File: src/rtl/dmem_arb_pkg.sv
// Shared types and constants for the data-memory arbiter.
// Optional feature: define DMEM_ARB_RANGE_CHECK_EN to reject misaligned or
// out-of-range addresses instead of passing them to memory.
package dmem_arb_pkg;

    localparam int unsigned ADDR_W = 32;
    localparam int unsigned DATA_W = 32;

    // Highest legal word address when range checking is enabled
    localparam logic [ADDR_W-1:0] MEM_TOP_ADDR = ADDR_W'(40);

    // Requester identifiers
    localparam logic PORT_A = 1'b0;
    localparam logic PORT_B = 1'b1;

    typedef enum logic {
        IDLE  = 1'b0,
        SERVE = 1'b1
    } arb_state_t;

    // Request payload captured at the handshake
    typedef struct packed {
        logic              we;
        logic [ADDR_W-1:0] addr;
        logic [DATA_W-1:0] wdata;
    } mem_req_t;

    // Word-aligned and not beyond the top of memory
    function automatic logic addrInRange(input logic [ADDR_W-1:0] addr);
        return (addr[1:0] == 2'b00) && (addr <= MEM_TOP_ADDR);
    endfunction

endpackage

File: src/rtl/dmem_arb_rr_pick.sv
// Two-way round-robin winner selection; purely combinational.
module dmem_arb_rr_pick
    import dmem_arb_pkg::*;
(
    input  logic reqA,
    input  logic reqB,
    input  logic lastServed,
    output logic pickA_c,
    output logic pickB_c
);

    // A lone requester wins; on a tie the one not served last wins
    always_comb begin
        pickA_c = reqA & (~reqB | (lastServed == PORT_B));
        pickB_c = reqB & (~reqA | (lastServed == PORT_A));
    end

endmodule

File: src/rtl/dmem_arbiter.sv
// Arbitrates two requesters onto one single-port data memory.
// Each access takes a one-cycle SERVE slot; done returns one cycle later.
// Optional feature: DMEM_ARB_RANGE_CHECK_EN (address range/alignment check).
module dmem_arbiter
    import dmem_arb_pkg::*;
(
    input  logic              clk,
    input  logic              rst,

    input  logic              a_req,
    input  logic              a_we,
    input  logic [ADDR_W-1:0] a_addr,
    input  logic [DATA_W-1:0] a_wdata,
    output logic              a_gnt,
    output logic              a_done,
    output logic [DATA_W-1:0] a_rdata,
    output logic              a_err,

    input  logic              b_req,
    input  logic              b_we,
    input  logic [ADDR_W-1:0] b_addr,
    input  logic [DATA_W-1:0] b_wdata,
    output logic              b_gnt,
    output logic              b_done,
    output logic [DATA_W-1:0] b_rdata,
    output logic              b_err,

    output logic [ADDR_W-1:0] mem_addr,
    output logic [DATA_W-1:0] mem_wdata,
    output logic              mem_write,
    output logic              mem_read,
    input  logic [DATA_W-1:0] mem_rdata,

    output logic              busy
);

    arb_state_t        state;
    arb_state_t        stateNext;
    logic              lastServed;
    logic              served;
    logic              capWe;
    logic              capOk;

    logic              pickA_c;
    logic              pickB_c;
    logic              hsA_c;
    logic              hsB_c;
    mem_req_t          win_c;
    logic              winOk_c;
    logic [DATA_W-1:0] doneRdata_c;
    logic              doneErr_c;

    dmem_arb_rr_pick u_pick (
        .reqA       (a_req),
        .reqB       (b_req),
        .lastServed (lastServed),
        .pickA_c    (pickA_c),
        .pickB_c    (pickB_c)
    );

    // Next state and grants; grants only in IDLE and never while in reset
    always_comb begin
        stateNext = state;
        a_gnt     = 1'b0;
        b_gnt     = 1'b0;
        hsA_c     = 1'b0;
        hsB_c     = 1'b0;
        case (state)
            IDLE: begin
                if (!rst) begin
                    a_gnt = pickA_c;
                    b_gnt = pickB_c;
                end
                hsA_c = a_req & a_gnt;
                hsB_c = b_req & b_gnt;
                if (hsA_c || hsB_c) begin
                    stateNext = SERVE;
                end
            end
            SERVE: begin
                stateNext = IDLE;
            end
            default: begin
                stateNext = IDLE;
            end
        endcase
    end

    // Winner payload and its address check
    always_comb begin
        win_c = '0;
        if (hsB_c) begin
            win_c.we    = b_we;
            win_c.addr  = b_addr;
            win_c.wdata = b_wdata;
        end else begin
            win_c.we    = a_we;
            win_c.addr  = a_addr;
            win_c.wdata = a_wdata;
        end
`ifdef DMEM_ARB_RANGE_CHECK_EN
        winOk_c = addrInRange(win_c.addr);
`else
        winOk_c = 1'b1;
`endif
    end

    // Completion data: writes and rejected accesses return zero
    always_comb begin
        doneRdata_c = '0;
        doneErr_c   = ~capOk;
        if (!capWe && capOk) begin
            doneRdata_c = mem_rdata;
        end
    end

    // State register
    always_ff @(posedge clk) begin
        if (rst) begin
            state <= IDLE;
        end else begin
            state <= stateNext;
        end
    end

    // Capture at handshake, drive memory in SERVE, report completion after
    always_ff @(posedge clk) begin
        if (rst) begin
            lastServed <= PORT_B;
            served     <= PORT_A;
            capWe      <= 1'b0;
            capOk      <= 1'b1;
            mem_addr   <= '0;
            mem_wdata  <= '0;
            mem_write  <= 1'b0;
            mem_read   <= 1'b0;
            busy       <= 1'b0;
            a_done     <= 1'b0;
            a_rdata    <= '0;
            a_err      <= 1'b0;
            b_done     <= 1'b0;
            b_rdata    <= '0;
            b_err      <= 1'b0;
        end else begin
            mem_write <= 1'b0;
            mem_read  <= 1'b0;
            a_done    <= 1'b0;
            b_done    <= 1'b0;
            busy      <= (stateNext == SERVE);

            if (hsA_c || hsB_c) begin
                served     <= hsB_c ? PORT_B : PORT_A;
                lastServed <= hsB_c ? PORT_B : PORT_A;
                capWe      <= win_c.we;
                capOk      <= winOk_c;
                mem_addr   <= win_c.addr;
                mem_wdata  <= win_c.wdata;
                mem_write  <= win_c.we & winOk_c;
                mem_read   <= ~win_c.we & winOk_c;
            end

            if (state == SERVE) begin
                if (served == PORT_A) begin
                    a_done  <= 1'b1;
                    a_rdata <= doneRdata_c;
                    a_err   <= doneErr_c;
                end else begin
                    b_done  <= 1'b1;
                    b_rdata <= doneRdata_c;
                    b_err   <= doneErr_c;
                end
            end
        end
    end

endmodule
File: config.mk
export PLATFORM = sky130hd
export DESIGN_NAME = dmem_arbiter
export DESIGN_NICKNAME = d
export VERILOG_FILES = /design/src/rtl/dmem_arb_pkg.sv /design/src/rtl/dmem_arb_rr_pick.sv /design/src/rtl/dmem_arbiter.sv
export SDC_FILE = /design/constraint.sdc
export NUM_CORES = 1
export LEC_CHECK = 0
export CORE_MARGIN = 2
export CORE_UTILIZATION = 41
export CTS_BUF_LIST = sky130_fd_sc_hd__clkbuf_8
export DETAILED_ROUTE_END_ITERATION = 12
export GPL_TIMING_DRIVEN = 0
export PLACE_DENSITY = 0.81
export SLEW_MARGIN = 15
export SYNTH_ARGS = -nofsm -noshare
export SYNTH_HDL_FRONTEND = slang
export SYNTH_SLANG_ARGS = --single-unit
File: constraint.sdc
create_clock -name clk -period 1.85 [get_ports clk]
set_input_delay 0.185 -clock clk [delete_from_list [all_inputs] [get_ports clk]]
set_output_delay 0.185 -clock clk [all_outputs]
set_load 0.05 [all_outputs]
* Yosys cells after proc, flatten, opt, wreduce, memory -nomap -nowiden
Index checks and enable logic that the tools add are counted.
** Word-level totals
- Flip-flop bits (word level) :: 136
- Bits of input ports :: 166
- Word-level logic and storage cells :: 46
** Operators by class
- Muxes and demuxes :: 15
- Bitwise logic cells :: 13
- Reduce and logical (&&, ||, !) cells :: 6
** Operator list (number)
- 65-bit 2-to-1 mux :: 1
- 32-bit 2-to-1 mux :: 1
- 1-bit 2-to-1 mux :: 12
- 1-bit inverter :: 7
- 1-bit bitwise AND :: 4
- 2-bit AND reduction :: 2
- 2-bit OR reduction :: 2
- 1-bit logical OR :: 2
- 1-bit bitwise OR :: 2
- 1-bit case mux with 2 select lines :: 1

* Depth between registers and ports, before layout
Gate-level depths: netlist of the first run.
- Depth after elaboration :: 10
- Gate-level depth with buffers :: 6

* By module
From an unflattened synthesis of the first run, not the netlist that was laid out.
** Second synthesis, totals
- Cell total of the unflattened synthesis :: 651
- Area, all modules :: 6128.4 µm²
** By module, submodules not included
- dmem_arbiter :: times used 1, cells an instance 648, area an instance 6109.6 µm²
- dmem_arb_rr_pick :: times used 1, cells an instance 3, area an instance 18.8 µm²

* Least setup slack after synthesis of the first run
Ideal clock, no wire load.
- Kind :: reg-to-output
- Start point :: register lastServed
- End point :: output b_gnt
- Arrival :: 1.888 ns
- Required time :: 1.665 ns
- Setup slack :: -0.223 ns
- Stages on the path, launching flop included :: 5
- Cells stage by stage :: dfxtp_1 -> a21bo_2 -> buf_4 -> buf_4 -> nor3_1
** Between the ends
- Word-level cells in the longest chain between the ends :: 6
** Ends and longest elaborated chain
- start: declaration :: RTL line dmem_arbiter.sv:39 : logic lastServed;
- start signal: assignment :: RTL line dmem_arbiter.sv:153 : lastServed <= hsB_c ? PORT_B : PORT_A;
- 1-bit inverter :: RTL line dmem_arb_rr_pick.sv:15 : pickB_c = reqB & (~reqA | (lastServed == PORT_A));
- 1-bit bitwise OR :: RTL line dmem_arb_rr_pick.sv:15
- 1-bit bitwise AND :: RTL line dmem_arb_rr_pick.sv:15
- 1-bit 2-to-1 mux :: RTL line dmem_arbiter.sv:70 : if (!rst) begin
- 1-bit 2-to-1 mux (2 in series) :: RTL line dmem_arbiter.sv:68 : case (state)
- end: declaration :: RTL line dmem_arbiter.sv:23 : output logic b_gnt,
Every way passes these cells. The select of a mux whose other input is x is not followed.

* Worst setup path in the final report of the first run
- Start point :: register mem_wdata[5]
- End point :: output mem_wdata[5]
** RTL lines
- start: declaration :: RTL line dmem_arbiter.sv:29 : output logic [DATA_W-1:0] mem_wdata,
- start signal: assignment :: RTL line dmem_arbiter.sv:157 : mem_wdata <= win_c.wdata;
No word-level cell between the ends.

==> results.yml, run 1 <==
drt:
  num_vias: 6057
  drt_iter0_markers: 306
  wl_per_cell_um: 16.87
  ant_nets: 0
  remaining_drc_errors: 0
  wirelength_um: 19950
  via_per_inst: 5.120
  dr.pass1.iters: 5
layout:
  final_layout_size_suffix_gt1_frac: 0.1088
  ff_latch_area_um2: 2728
  nets: 1156
  num-fill-cells: 1193
  area_delta_synth_final_pct: 65.27
  multi_input_area_um2: 2477
floorplan:
  fp.dieW_um: 122.5
  io_pins: 303
  dieHeight_um: 122.5
  num_rows: 43
  die_area_um2: 15000
  initial_core_util: 0.4177
  core_um2: 13770
yosys:
  synth_seq_cells: 136
  syn_avg_cell_area_um2: 8.651
  synth_commonest_cells: "163 x nand2_1, 136 x dfxtp_1, 81 x a21oi_1, 48 x inv_1"
  synth_seq_area_share: 0.4732
  yosysMostFrequentCell: "nand2_1"
  yosysTopAreaCell: "dfxtp_1"
  ys_top_cells_by_area: "dfxtp_1 47%, nand2_1 11%, a21oi_1 7.0%, o32ai_1 5.9%, a211oi_1 5.1%"
  synth_top_area_frac: 0.4732
  synth.distinct_cells: 35
  synth_cells: 665
  synthFlopType: "dfxtp_1"
  syn_area_um2: 5753
  synth_edf_count: 0
  yosys_warnings: 0
  async_flop_share: 0
hold_path:
  min_path_type: "input port to flop"
clock_tree:
  clk_latency_ns: 0.44
  clk_pin_slew_worst_paths_ns: 0.07
  htreeDepth: 4
  clock_path_buffers: 2
  hold_buffers: 0
  cts_root_buf: "clkbuf_8"
  numCtsBuffers: 17
  tritoncts: "done"
  cts_sinks: 136
grt:
  grt-ovfl-total: 0
  grt_usage: 0.2584
  antenna_found_initial: 1
  grt_max_degree: 19
  first_global_vias: 5823
  grt_pass1_wl_um: 30030
worst_setup_path:
  critPathMaxFanout: 2
  start_kind: "flop"
  path_buf_inv: 1
  max_stage_delay_ns: 0.84
  cpMaxStageDelayCell: "clkdlybuf4s50_1"
  path_cells: "clkdlybuf4s50_1"
  crit_type: "flop to output port"
  critPathCaptureType: "output port"
  cp_top_family: "buffers and inverters"
  cp.arrival_ns: 1.63
  cp_data_required_time_ns: 1.66
sta:
  timing.final.crit_period_ns: 1.812
  maxSlewHeadroom: 0.5656
  max_freq_mhz: 551.9
  worst_slew_pin_slew_ns: 0.6517
  finalSetupTns_ns: 0
  rsz0062_at_grt: "no"
  hold_slack_ns: 0.2893
  hold_viol_final: 0
  period_share: 0.9794
  slew_viol_final: 0
  setup_viol: 0
  clock_skew_ns: 0.007748
placement:
  gp_congestion: 0.8960
  port_buffers: 299
  dp_hpwl_um: 14760
power_and_ir_drop:
  power_density_nw_per_um2: 841.8
  peakVddDrop_mv: 0.5171
  leakage_nw: 3.831
run:
  max-cap-violations: 0
outcome:
  status: "finished, final reports clean"
-- metal layers --
metal,routed length [um],up-vias,share of wire,track usage
met1,8120,2800,0.41,0.3134
met4,690,0,0.035,0.1142
met2,9662,255,0.48,0.4281
met3,1482,55,0.074,0.07063
li1,-,2947,-,-
met5,0,-,0,0
-- flip-flops by register name (all words and copies together), names as in the netlist --
name        flops
mem_wdata      32
b_done          1
served          1
mem_write       1
busy            1
a_done          1
capWe           1
mem_read        1
b_rdata        32
a_rdata        32
mem_addr       32
lastServed      1
-- worst reg2reg max path: stages (launching register included) --
cell,delay [ns]
dfxtp_2,0.33
buf_6,0.14
nand2b_1,0.07
clkbuf_1,0.24
clkbuf_1,0.45
nand2_1,0.13
a21oi_1,0.15
-- per-stage QoR --
stage	cells	util	setup slack [ns]	total power [mW]	instance area, um2
after global routing	1183	0.6903	0.0001740	8.307	9508
final	1183	0.6903	0.03811	8.004	9508
after detailed placement	1145	0.6520	-0.7212	5.615	8980
after CTS	1176	0.6830	0.005388	8.026	9408
after global placement	1145	0.6520	-0.7125	5.596	8980
after floorplan	666	-	0.03775	4.669	5762
-- repair_timing --
item                                    CTS  global route
pin swaps                                 1             0
setup buffers                             1             6
hold endpoints to repair                  0             0
gates resized for setup                  28            21
endpoints found under the setup margin    3            19
-- power by group --
part           switching (mW)  internal [mW]
logic                    1.37          0.964
clock network            1.17           1.25
registers               0.113           3.13
total                    2.66           5.35
-- worst paths after layout --
path	to	slack [ns]	startpoint	cells past startpoint
hold reg to reg	a_rdata[3]	0.45	a_rdata[3]	2
setup / recovery	mem_wdata[5]	0.04	mem_wdata[5]	1
hold / removal	mem_wdata[24]	0.29	a_wdata[24]	3
setup reg to reg	a_rdata[7]	0.28	busy	6
-- cell families after synthesis --
family          after synthesis  share of synthesized area
flops                       136                     0.4732
other cells                   1                  0.0006518
simple gates                213                     0.1622
buf+inv                     115                    0.09874
compound gates              200                     0.2651
-- layout make-up --
class,count,share of cell area
diodes,1,0.0002632
plain buffers,66,0.04251
clock buffers,19,0.02750
clock inverters,12,0.01355
inverters,48,0.01895
multi-input cells,415,0.2606
flip-flops and latches,136,0.2869
well taps,180,0.02369
repair buffers,306,0.3261
-- cell usage in the layout (no fill, tap or decap), types with 3 or more instances in the layout --
master,n
a211oi_1,39
a211oi_2,9
a21oi_1,81
a311oi_1,14
buf_12,4
buf_2,23
buf_4,16
buf_6,7
clkbuf_1,24
clkbuf_8,19
clkdlybuf4s50_1,275
clkinvlp_4,5
dfxtp_1,134
dlygate4sd2_1,3
dlymetal6s2s_1,19
inv_1,49
nand2_1,163
nand2b_1,4
nor2b_1,34
o32ai_1,39
o32ai_2,9
(Power assumes the default switching activity.)
==> inputs of run 2 (changes only) <==
CORE_MARGIN = default   (was 2)
GPL_TIMING_DRIVEN = default   (was 0)
==> results.yml, run 2 (synthesis gave the netlist of run 1 again) <==
sta:
  period_share: 0.9875
  hold_viol_final: 0
  worst_slew_pin_slew_ns: 0.5755
  timing.final.crit_period_ns: 1.827
  clock_skew_ns: 0.01574
  max_freq_mhz: 547.4
  maxSlewHeadroom: 0.6157
  slew_viol_final: 0
  setup_viol: 0
grt:
  grt_pass1_wl_um: 28690
  first_global_vias: 5638
  grt-ovfl-total: 0
  grt_usage: 0.2544
  grt_max_degree: 76
  antenna_found_initial: 0
floorplan:
  core_um2: 13450
  die_area_um2: 14510
  fp.dieW_um: 120.5
  num_rows: 42
  io_pins: 303
  initial_core_util: 0.4276
  dieHeight_um: 120.5
worst_setup_path:
  critPathMaxFanout: 2
  path_cells: "clkdlybuf4s50_1"
  cpMaxStageDelayCell: "clkdlybuf4s50_1"
  r2r_start: "busy"
  cp.arrival_ns: 1.64
  crit_type: "flop to output port"
  start_kind: "flop"
  max_stage_delay_ns: 0.83
  path_buf_inv: 1
  startpoint: "mem_wdata[30]"
  reg2reg_to: "mem_addr[15]"
  rrSetupSlack_ns: 0.41
  cp_data_required_time_ns: 1.66
  rr_worst_depth: 4
  endpoint: "mem_wdata[30]"
  cp_top_family: "buffers and inverters"
  critPathCaptureType: "output port"
  path_depth: 1
layout:
  final_common_cell: "clkdlybuf4s50_1"
  antennaDiodeCount: 0
  nets: 1109
  area_delta_synth_final_pct: 64.01
  finish.utilization: 0.7014
  final_layout_size_suffix_gt1_frac: 0.09623
  fin_cells: 1132
  stdcell_area_um2: 9435
  final_cell_mix: "243 x clkdlybuf4s50_1, 163 x nand2_1, 134 x dfxtp_1"
clock_tree:
  clk_pin_slew_worst_paths_ns: 0.08
  cts_sinks: 136
  clk_latency_ns: 0.46
  cts_root_buf: "clkbuf_8"
  clock_path_buffers: 2
  hold_buffers: 0
  htreeDepth: 4
  cts_post_setup_buffers_inserted: 0
  numCtsBuffers: 17
  tritoncts: "done"
power_and_ir_drop:
  leakage_nw: 4.172
  peakVddDrop_mv: 0.4039
  power_density_nw_per_um2: 853.3
  p_total_mw: 8.051
drt:
  drt_iter0_markers: 371
  ant_nets: 0
  wl_per_cell_um: 16.54
  remaining_drc_errors: 0
  wirelength_um: 18730
  met1_length_um: 7534
  num_vias: 5897
  routed-wl-met3_um: 1357
  wl_met2_um: 9059
  dr.pass1.iters: 5
  highest_layer: "met4"
  via_per_inst: 5.209
placement:
  dp_hpwl_um: 12890
  placed_area_um2: 8932
  gp_congestion: 0.8191
  dp.cells: 1100
  port_buffers: 300
hold_path:
  min_path_type: "input port to flop"
  whs_path_depth: 3
run:
  max-cap-violations: 0
outcome:
  status: "finished, final reports clean"
==> run 2: repair_timing <==
item / CTS / global route
endpoints found under the hold margin: 0 / 0
resized for setup: 11 / 44
setup endpoints to repair: 11 / 44
==> run 2: final cells by class <==
cell class	count	area, um2
fillers	1053	4018
clock buffers	18	247.7
multi-input cells	415	2479
flip-flops and latches	136	2725
inverters	48	180.2
well taps	176	220.2
repair buffers	325	3426
clock inverters	14	157.7
==> run 2: metal layers <==
metal / GRT usage / vias to the layer above
li1: - / 2843
met1: 0.2857 / 2739
met2: 0.4264 / 260
met3: 0.07877 / 55
met4: 0.1443 / 0
met5: 0 / -
==> run 2: metrics by stage <==
stage | setup WS [ns] | hold WS, ns | TNS (ns)
floorplan | 0.03775 | 0.3228 | 0
global placement | 0.1893 | 0.4410 | 0
detailed placement | 0.08501 | 0.4453 | 0
CTS | 0.002480 | 0.2482 | 0
global route | -0.008458 | 0.2539 | -0.01018
finish | 0.02303 | 0.2717 | 0
==> run 2: power breakdown <==
part	switching (mW)	total [mW]	internal [mW]
combinational	1.34	2.28	0.938
clock	1.17	2.52	1.35
sequential	0.116	3.25	3.13
total	2.63	8.05	5.42
==> run 2: how the worst min path moves through the flow <==
stage / startpoint / end / slack (ns)
global route: a_wdata[22] / mem_wdata[22] / 0.25
detailed placement: b_rdata[12] / b_rdata[12] / 0.45
floorplan: a_addr[10] / mem_addr[10] / 0.32
CTS: rst / a_rdata[15] / 0.25
global placement: b_rdata[6] / b_rdata[6] / 0.44
finish: a_wdata[15] / mem_wdata[15] / 0.27
==> inputs of run 3 (changes only) <==
CORE_MARGIN = 3   (was default)
==> results.yml, run 3 (synthesis gave the netlist of run 1 again) <==
clock_tree:
  cts_root_buf: "clkbuf_8"
  hold_buffers: 0
  cts_sinks: 136
  clk_pin_slew_worst_paths_ns: 0.08
  tritoncts: "done"
  htreeDepth: 4
  clock_path_buffers: 2
  cts_post_setup_buffers_inserted: 0
  numCtsBuffers: 17
  clk_latency_ns: 0.44
sta:
  clock_skew_ns: 0.01120
  rsz0062_at_grt: "no"
  timing.final.crit_period_ns: 1.807
  slew_viol_final: 0
  fin_ws_ns: 0.04252
  hold_slack_ns: 0.09635
  finalSetupTns_ns: 0
  maxSlewHeadroom: 0.6223
  period_share: 0.9770
  hold_viol_final: 0
  worst_slew_pin_slew_ns: 0.5657
  setup_viol: 0
  max_freq_mhz: 553.3
power_and_ir_drop:
  p_sw_mw: 2.667
  power_density_nw_per_um2: 859.7
  peakVddDrop_mv: 0.4078
  combPwrFrac: 0.284
  internal_power_mw: 5.340
  p_total_mw: 8.007
  sw_frac_of_total: 0.3330
  leakage_nw: 3.753
  p_clk_frac: 0.312
  p_seq_frac: 0.405
placement:
  post-place-ws_ns: 0.01417
  port_buffers: 300
  dp.cells: 1092
  dp_hpwl_um: 13490
  gp_congestion: 0.8442
layout:
  final_cell_mix: "268 x clkdlybuf4s50_1, 163 x nand2_1, 134 x dfxtp_1"
  area_delta_synth_final_pct: 61.90
  final_layout_size_suffix_gt1_frac: 0.09072
  num-fill-cells: 1087
  nets: 1101
  antennaDiodeCount: 0
  final_common_cell: "clkdlybuf4s50_1"
  fin_cells: 1124
floorplan:
  num_rows: 42
  initial_core_util: 0.4260
  die_area_um2: 15490
  dieHeight_um: 124.5
  fp.dieW_um: 124.5
  io_pins: 303
  core_um2: 13510
worst_setup_path:
  start_kind: "flop"
  path_buf_inv: 1
  critPathCaptureType: "output port"
  path_cells: "clkdlybuf4s50_1"
  critPathMaxFanout: 2
  cp.arrival_ns: 1.62
  crit_type: "flop to output port"
  max_stage_delay_ns: 0.82
  cp_data_required_time_ns: 1.66
  cp_top_family: "buffers and inverters"
  cpMaxStageDelayCell: "clkdlybuf4s50_1"
drt:
  remaining_drc_errors: 0
  wl_per_cell_um: 17.19
  num_vias: 5826
  via_per_inst: 5.183
  dr.pass1.iters: 4
  ant_nets: 0
  wirelength_um: 19320
  drt_iter0_markers: 498
grt:
  first_global_vias: 5731
  grt-ovfl-total: 0
  grt_usage: 0.2423
  grt_max_degree: 117
  antenna_found_initial: 0
  grt_pass1_wl_um: 30640
hold_path:
  min_path_type: "input port to flop"
outcome:
  status: "finished, final reports clean"
run:
  max-cap-violations: 0
==> run 3: power groups by stage <==
| stage | registers [mW] | logic, mW | clock network (mW) |
|---|---|---|---|
| 6_report | 3.24 | 2.27 | 2.49 |
| 5_1_grt | 3.27 | 2.39 | 2.65 |
| 4_1_cts | 3.24 | 2.28 | 2.55 |
| 3_5_place_dp | 3.31 | 2.28 | 0 |
| 3_3_place_gp | 3.30 | 2.26 | 0 |
| 2_1_floorplan | 3.97 | 0.697 | 0 |
==> run 3: metal layers <==
| layer | global-route usage | up-vias | wire length (um) |
|---|---|---|---|
| met3 | 0.06089 | 39 | 1207 |
| met4 | 0.09800 | 0 | 593 |
| met5 | 0 | - | 0 |
| li1 | - | 2823 | - |
| met2 | 0.4154 | 231 | 9889 |
| met1 | 0.2895 | 2733 | 7629 |
==> run 3: final timing paths <==
kind | from | endpoint | slack (ns) | depth (start not counted)
worst max-delay path | mem_addr[1] | mem_addr[1] | 0.04 | 1
worst min-delay path | rst | mem_addr[13] | 0.1 | 2
worst max register to register | busy | mem_addr[17] | 0.43 | 4
worst min register to register | a_rdata[31] | a_rdata[31] | 0.45 | 2
==> run 3: cell type report <==
cell class / instances / area (um2) / area share
Inverter: 48 / 180.2 / 0.01934
Tap cell: 176 / 220.2 / 0.02364
Clock inverter: 13 / 143.9 / 0.01545
Timing Repair Buffer: 317 / 3304 / 0.3548
Clock buffer: 19 / 261.5 / 0.02808
Multi-Input combinational cell: 415 / 2479 / 0.2661
Sequential cell: 136 / 2725 / 0.2926
==> run 3: repair_timing <==
item,4_1_cts,5_1_grt
setup endpoints to repair,5,23
cloned,0,0
gates resized for setup,5,24
==> run 3: through the flow <==
step	util	area, um2
2_1_floorplan	-	5762
3_3_place_gp	0.6558	8857
3_5_place_dp	0.6558	8857
4_1_cts	0.6854	9256
5_1_grt	0.6896	9314
6_report	0.6896	9314
